## config.mk

```make
export PLATFORM = sky130hd
export DESIGN_NAME = queue_reg
export DESIGN_NICKNAME = d
export VERILOG_FILES = /design/src/rtl/queue_reg.sv
export SDC_FILE = /design/constraint.sdc
export NUM_CORES = 2
export LEC_CHECK = 0
export ABC_AREA = 1
export CORE_MARGIN = 1
export CORE_UTILIZATION = 30
export DETAILED_ROUTE_END_ITERATION = 16
export MAX_ROUTING_LAYER = met4
export SYNTH_ARGS = -nofsm -noshare
export SYNTH_HDL_FRONTEND = slang
export SYNTH_SLANG_ARGS = --single-unit
```

## constraint.sdc

```tcl
create_clock -name clk -period 5 [get_ports clk]
set_input_delay 1 -clock clk [delete_from_list [all_inputs] [get_ports clk]]
set_output_delay 1 -clock clk [all_outputs]
set_load 0.05 [all_outputs]
```

## src/rtl/queue_reg.sv

```systemverilog
// queue_reg: synchronous FIFO holding feature-map pixels between the upstream
// stream and the padding controller. Depth may be any integer >= 2; pointers
// wrap explicitly at depth-1, so no power-of-two depth is assumed.
// Read data is registered: dout updates one clock after an accepted read and
// then holds until the next accepted read.
// Optional build macro QUEUE_REG_STATUS_EN adds empty/full/level outputs,
// all decoded combinationally from the registered occupancy count.
module queue_reg #(
   parameter int width = 24,
   parameter int depth = 94
) (
   input  logic                         clk,
   input  logic                         rst_n,
   input  logic                         input_vld,
   input  logic                         read_flag,
   input  logic [width-1:0]             din,
   output logic [width-1:0]             dout
`ifdef QUEUE_REG_STATUS_EN
   ,
   output logic                         empty,
   output logic                         full,
   output logic [$clog2(depth+1)-1:0]   level
`endif
);

   localparam int PTR_W = (depth > 2) ? $clog2(depth) : 1;
   localparam int CNT_W = $clog2(depth + 1);

   logic [width-1:0] mem [depth];
   logic [PTR_W-1:0] wr_ptr;
   logic [PTR_W-1:0] rd_ptr;
   logic [CNT_W-1:0] count;

   logic is_empty;
   logic is_full;
   logic wr_en;
   logic rd_en;

   // Pointer increment with explicit wrap at the last entry.
   function automatic logic [PTR_W-1:0] ptr_inc(input logic [PTR_W-1:0] p);
      return (p == PTR_W'(depth - 1)) ? '0 : p + PTR_W'(1);
   endfunction

   assign is_empty = (count == '0);
   assign is_full  = (count == CNT_W'(depth));

   // A full FIFO can still take a write when a read frees the head slot in
   // the same cycle; a read on an empty FIFO is ignored (no fall-through).
   assign rd_en = read_flag & ~is_empty;
   assign wr_en = input_vld & (~is_full | rd_en);

`ifdef QUEUE_REG_STATUS_EN
   assign empty = is_empty;
   assign full  = is_full;
   assign level = count;
`endif

   // Storage array: written on accepted writes, never cleared by reset.
   always_ff @(posedge clk) begin
      if (wr_en) begin
         mem[wr_ptr] <= din;
      end
   end

   // Pointers, occupancy and registered read data.
   always_ff @(posedge clk) begin
      if (!rst_n) begin
         wr_ptr <= '0;
         rd_ptr <= '0;
         count  <= '0;
         dout   <= '0;
      end else begin
         if (wr_en) begin
            wr_ptr <= ptr_inc(wr_ptr);
         end
         if (rd_en) begin
            rd_ptr <= ptr_inc(rd_ptr);
            dout   <= mem[rd_ptr];
         end
         case ({wr_en, rd_en})
            2'b10:   count <= count + CNT_W'(1);
            2'b01:   count <= count - CNT_W'(1);
            default: count <= count;
         endcase
      end
   end

endmodule

```

**Word-level counts from Yosys, hierarchy flattened**

Memory sizes are Yosys's and may differ from the RTL's. A register that Yosys moved wholly into a read port is not among the register bits.
Index checks and enable logic that the tools add are counted.

- Flip-flop bits (word level): 21
- RAM bits: 2256
- Bits of input ports: 28
- Output and inout bits: 24
- Logic and storage cells: 26
- Memories: 1

- Add/subtract/negate cells: 4
- Eq/ne operators: 5
- Multiplexer cells: 5
- Bitwise operators: 5
- Reductions and logical operators: 3

Memory list:

| memory | depth | width | read ports | clocked after memory_dff | wr ports | line | source |
|---|---|---|---|---|---|---|---|
| mem | 94 | 24 | 1 | 1 | 1 | 29 | `logic [width-1:0] mem [depth];` |

Operator list:

| operator | count |
|---|---|
| $add A7 B1 Y7 const B | 3 |
| $eq A7 B7 Y1 const B | 3 |
| $mux W7 | 2 |
| $pmux W7 S2 | 1 |
| $logic_not A7 Y1 | 1 |
| $sub A7 B1 Y7 const B | 1 |
| $and A1 B1 Y1 | 2 |
| $eq A2 B1 Y1 const B | 1 |
| $eq A2 B2 Y1 const B | 1 |
| $mux W1 | 2 |
| $not A1 Y1 | 2 |
| $reduce_bool A2 Y1 | 1 |
| $logic_not A1 Y1 | 1 |
| $or A1 B1 Y1 | 1 |

**Logic depth before layout (Yosys ltp)**

- Word-level depth: 7
- Depth in mapped cells: 19
- Gate-level depth less buffers: 16

**Worst setup path after synthesis**

No wires, ideal clock.

- Kind: input -> register
- Start: in read_flag
- End: mem mem[31][0], enable pin
- Library setup time: 0.466 ns
- Arrival: 3.998 ns
- Required time: 4.534 ns
- Path slack: 0.537 ns
- Stages: 7
- Path buffers: 1
- Path through: inv_1 -> nor2_1 -> o21ai_1 -> inv_1 -> nand2_1 -> buf_2 -> nor4_1

- Longest elaborated chain between the ends: 5

RTL lines:

| item | line | source |
|---|---|---|
| start: declaration | 15 | `input logic read_flag,` |
| $and A1 B1 Y1 | 49 | `assign rd_en = read_flag & ~is_empty;` |
| $or A1 B1 Y1 | 50 | `assign wr_en = input_vld & (~is_full \| rd_en);` |
| $and A1 B1 Y1 | 50 |  |
| $mux W1 | 60 | `if (wr_en) begin` |
| $mux W1 (not written as such) | 61 | `mem[wr_ptr] <= din;` |
| end: declaration | 29 |  |

No other way between the ends.

==> summary.md <==
| Metric | Value |
|---|---|
| Crit-path max FO | 173 |
| Portion of total power attributed to the clock network | 37.9% |
| Core box area | 0.310 mm2 |
| Latest clock arrival within the worst-skew pair | 0.91 ns |
| Fraction of synthesis flops using an asynchronous set or reset pin | 0% |
| Final Net Count | 8,046 |
| Pint | 32.4 mW |
| Number of unique standard cell types used by synthesis | 39 |
| Worst relative slew slack | 10.9% |
| Worst vdd rail ir drop | 0.338 mV |
| Layout area overhead | 13.2% |
| Drt first pass iters | 9 |
| Worst Path Class, Setup | register to register |
| Final hold violation count | 0 |
| Post-CTS setup buffer count | 0 |
| Starting DRC count in detailed routing | 6,948 |
| Hold bufs inserted after CTS | 0 |
| Gate count of the mapped netlist | 8,017 |
| Worst Tran Pin Value | 1.34 ns |
| Worst endpoint required time | 5.77 ns |
| Total number of vias | 61,000 |
| Number of slew-limit violations in the final report | 0 |
| Skew final | 0.0565 ns |
| Final worst path period share | 70.2% |
| Top post-synthesis cells by area | sky130_fd_sc_hd__edfxtp_1 (72%), sky130_fd_sc_hd__nor2_1 (6.4%), sky130_fd_sc_hd__nand2_1 (6.3%) |
| Violations in the final reports | antenna violations |
| Root Buffer | sky130_fd_sc_hd__clkbuf_16 |
| CP Capture Type | register |
| Fin Setup TNS | 0 ns |
| Number of setup violations in the final report | 0 |
| P_sw | 12.1 mW |
| Max_cap viols | 0 |
| Final std cells w/o fill | 12,300 |
| Post-Synthesis Cell Area | 0.0937 mm2 |
| Initial antenna violation count | 18 |
| Area after DPL | 0.0989 mm2 |
| CTS sink count | 2,301 |
| Die X-Extent | 561 um |
| Maximum achievable frequency | 285 MHz |
| Largest net degree at the start of global routing | 211 |
| Die extent in y | 561 um |
| Total power density per cell area | 419 mW/mm2 |
| Synthesized flop and latch total | 2,301 |
| Total wirelength of the detailed-routed design | 265,000 um |
| Average cell area after synthesis | 11.7 um2 |
| Reported leakage power | 36.5 nW |
| Final critical-path required period | 3.51 ns |
| Summed area of non-filler cells in the final layout | 0.106 mm2 |
| Top Ports | 52 |
| Sequential Power Share | 48.1% |
| Vias in the first global route | 59,000 |
| Syn. warnings | 0 |
| Number of filler cells placed in the layout | 30,400 |
| Clock transition time at the flip-flop clock pins of the worst setup and hold paths | 0.06 ns |
| Longest Clk Path Bufs | 4 |
| Share of layout cells above drive strength 1 | 7.87% |
| Starting density of the core | 30.2% |
| Fraction of the yosys area taken by sequential cells | 73.2% |
| Number of enable flip-flop cells after synthesis | 2,256 |
| Final Wtd Congestion | 0.971 |
| Port Buffer Count | 51 |
| Prevailing post-synth register cell | sky130_fd_sc_hd__edfxtp_1 |
| Via density per instance | 4.95 |
| CTS buffer count | 228 |
| Post-Place Cells | 11,900 |
| Switching Fraction | 27.2% |
| First-pass GRT wire length | 391,000 um |
| Core Rows | 204 |
| Result of the run | finished, violations left |
| Crit path launch type | register |
| Data arrival time at the worst-slack endpoint | 4.28 ns |
| Class of the tightest hold or removal check | register to register |
| H-tree depth | 4 |
| Net count after synthesis | 8,055 |
| Tot GR Track Use | 16.9% |
| Residual DRC | 0 |
| RSZ-0062 raised after global routing | no |
| HPWL after DPL | 152,000 um |
| Post-synth top area cell | sky130_fd_sc_hd__edfxtp_1 |
| CTS tree | yes |
| Final worst setup slack | 1.49 ns |
| Count of cells resized by post-cts repair | 0 |
| Die area | 0.315 mm2 |
| End-of-flow core utilization | 34.2% |
| Worst slack after detailed placement | 0.850 ns |
| Area share of the largest cell type after synthesis | 72.3% |
| Wire length per cell after detailed routing | 21.5 um |
| Proportion of power drawn by combinational gates | 14.0% |
| GRT Residual Overflow | 0 |
| Post-detailed-route count of antenna-violating nets | 1 |
[cell families after synthesis]
| logic type | share of synthesized area [%] |
|---|---|
| simple gates | 15.3 |
| flops | 73.2 |
| compound gates | 7.44 |
| buf+inv | 3.86 |
| fa+ha+maj | 0.142 |
| xor+xnor | 0.0561 |
[Yosys cell counts (5+ instances only)]
| master | number |
|---|---|
| sky130_fd_sc_hd__nand2_1 | 1573 |
| sky130_fd_sc_hd__buf_2 | 196 |
| sky130_fd_sc_hd__buf_4 | 66 |
| sky130_fd_sc_hd__o21ai_1 | 35 |
| sky130_fd_sc_hd__o21ai_0 | 913 |
| sky130_fd_sc_hd__buf_1 | 48 |
| sky130_fd_sc_hd__dfxtp_1 | 45 |
| sky130_fd_sc_hd__clkbuf_1 | 142 |
| sky130_fd_sc_hd__nor2_1 | 1604 |
| sky130_fd_sc_hd__ha_1 | 9 |
| sky130_fd_sc_hd__buf_6 | 28 |
| sky130_fd_sc_hd__nand3_1 | 431 |
| sky130_fd_sc_hd__o211ai_1 | 167 |
| sky130_fd_sc_hd__o22ai_1 | 45 |
| sky130_fd_sc_hd__inv_1 | 266 |
| sky130_fd_sc_hd__or2_2 | 5 |
| sky130_fd_sc_hd__nand4_1 | 12 |
| sky130_fd_sc_hd__edfxtp_1 | 2256 |
| sky130_fd_sc_hd__a21oi_1 | 133 |
[cell usage in the layout (no fill, tap or decap), types with 7 or more instances in the layout]
cell type / count
sky130_fd_sc_hd__buf_4: 193
sky130_fd_sc_hd__clkinvlp_4: 8
sky130_fd_sc_hd__o21ai_1: 35
sky130_fd_sc_hd__diode_2: 17
sky130_fd_sc_hd__edfxtp_1: 2256
sky130_fd_sc_hd__buf_12: 28
sky130_fd_sc_hd__clkbuf_16: 228
sky130_fd_sc_hd__clkinv_2: 41
sky130_fd_sc_hd__a21oi_1: 133
sky130_fd_sc_hd__clkdlybuf4s50_1: 27
sky130_fd_sc_hd__o211ai_1: 167
sky130_fd_sc_hd__clkinv_1: 58
sky130_fd_sc_hd__nand4_1: 12
sky130_fd_sc_hd__nand3_1: 431
sky130_fd_sc_hd__dfxtp_1: 41
sky130_fd_sc_hd__nor2_2: 90
sky130_fd_sc_hd__ha_1: 9
sky130_fd_sc_hd__inv_6: 7
sky130_fd_sc_hd__o21ai_0: 913
sky130_fd_sc_hd__nor2_1: 1511
sky130_fd_sc_hd__clkbuf_1: 50
sky130_fd_sc_hd__nand2_1: 1573
sky130_fd_sc_hd__bufinv_16: 21
sky130_fd_sc_hd__o22ai_1: 45
sky130_fd_sc_hd__inv_1: 263
[metrics by stage]
step	power, mW	hold WS (ns)
global route	46.0	0.552
global placement	27.9	0.463
detailed placement	28.0	0.483
finish	44.4	0.490
CTS	44.7	0.496
floorplan	25.8	0.443
[worst paths after layout]
check	slack [ns]	end	cells after the start	from
max reg2reg	1.49	dout[23]$_SDFFE_PN0N_	12	rd_ptr[0]$_SDFFE_PN0N_
max	1.49	dout[23]$_SDFFE_PN0N_	12	rd_ptr[0]$_SDFFE_PN0N_
min	0.49	count[0]$_SDFFE_PN0P_	1	count[0]$_SDFFE_PN0P_
min reg2reg	0.49	count[0]$_SDFFE_PN0P_	1	count[0]$_SDFFE_PN0P_
[flip-flops by register name, summed over array words and instances, names as in the netlist]
signal and count:
count 7, mem 2256, wr_ptr 7, rd_ptr 7
dout 24
[area by class of cell]
type | instances | area [um2] | area share [%]
inverter | 273 | 1060 | 0.998
sequential | 2301 | 68700 | 64.7
timing repair buffer | 249 | 2290 | 2.16
clock buffer | 278 | 5890 | 5.55
clock inverter | 137 | 1260 | 1.19
tap | 4120 | 5150 | 4.86
antenna | 17 | 42.5 | 0.0401
multi-input combinational | 4955 | 21700 | 20.5
[layer usage]
| metal | up-vias | global-route usage, % | share of wire (%) |
|---|---|---|---|
| met5 | - | - | 0 |
| met4 | 0 | 5.22 | 3.1 |
| met3 | 424 | 3.23 | 8.3 |
| met2 | 2453 | 26.7 | 47 |
| met1 | 30300 | 22.0 | 41 |
| li1 | 27900 | - | - |
[power groups by stage]
stage / Clock, mW / Combinational (mW) / Sequential (mW)
after floorplan: 0 / 3.97 / 21.9
after global placement: 0 / 6.10 / 21.8
after detailed placement: 0 / 6.17 / 21.8
after CTS: 17.1 / 6.20 / 21.4
after global routing: 17.7 / 6.86 / 21.4
final: 16.8 / 6.23 / 21.4
[worst max-delay path, cell delays in order, from the launching register on]
cell and delay [ns]:
sky130_fd_sc_hd__dfxtp_4 0.45, sky130_fd_sc_hd__inv_16 0.10, sky130_fd_sc_hd__buf_12 0.48, sky130_fd_sc_hd__o21ai_0 0.22, sky130_fd_sc_hd__nand2_1 0.13, sky130_fd_sc_hd__nand2_1 0.07, sky130_fd_sc_hd__nand2_1 0.13, sky130_fd_sc_hd__inv_1 0.08
sky130_fd_sc_hd__nand2_1 0.10, sky130_fd_sc_hd__a21oi_1 0.45, sky130_fd_sc_hd__nand2_1 0.39, sky130_fd_sc_hd__nand2_1 0.20, sky130_fd_sc_hd__a21oi_1 0.08
(Power assumes the default switching activity.)
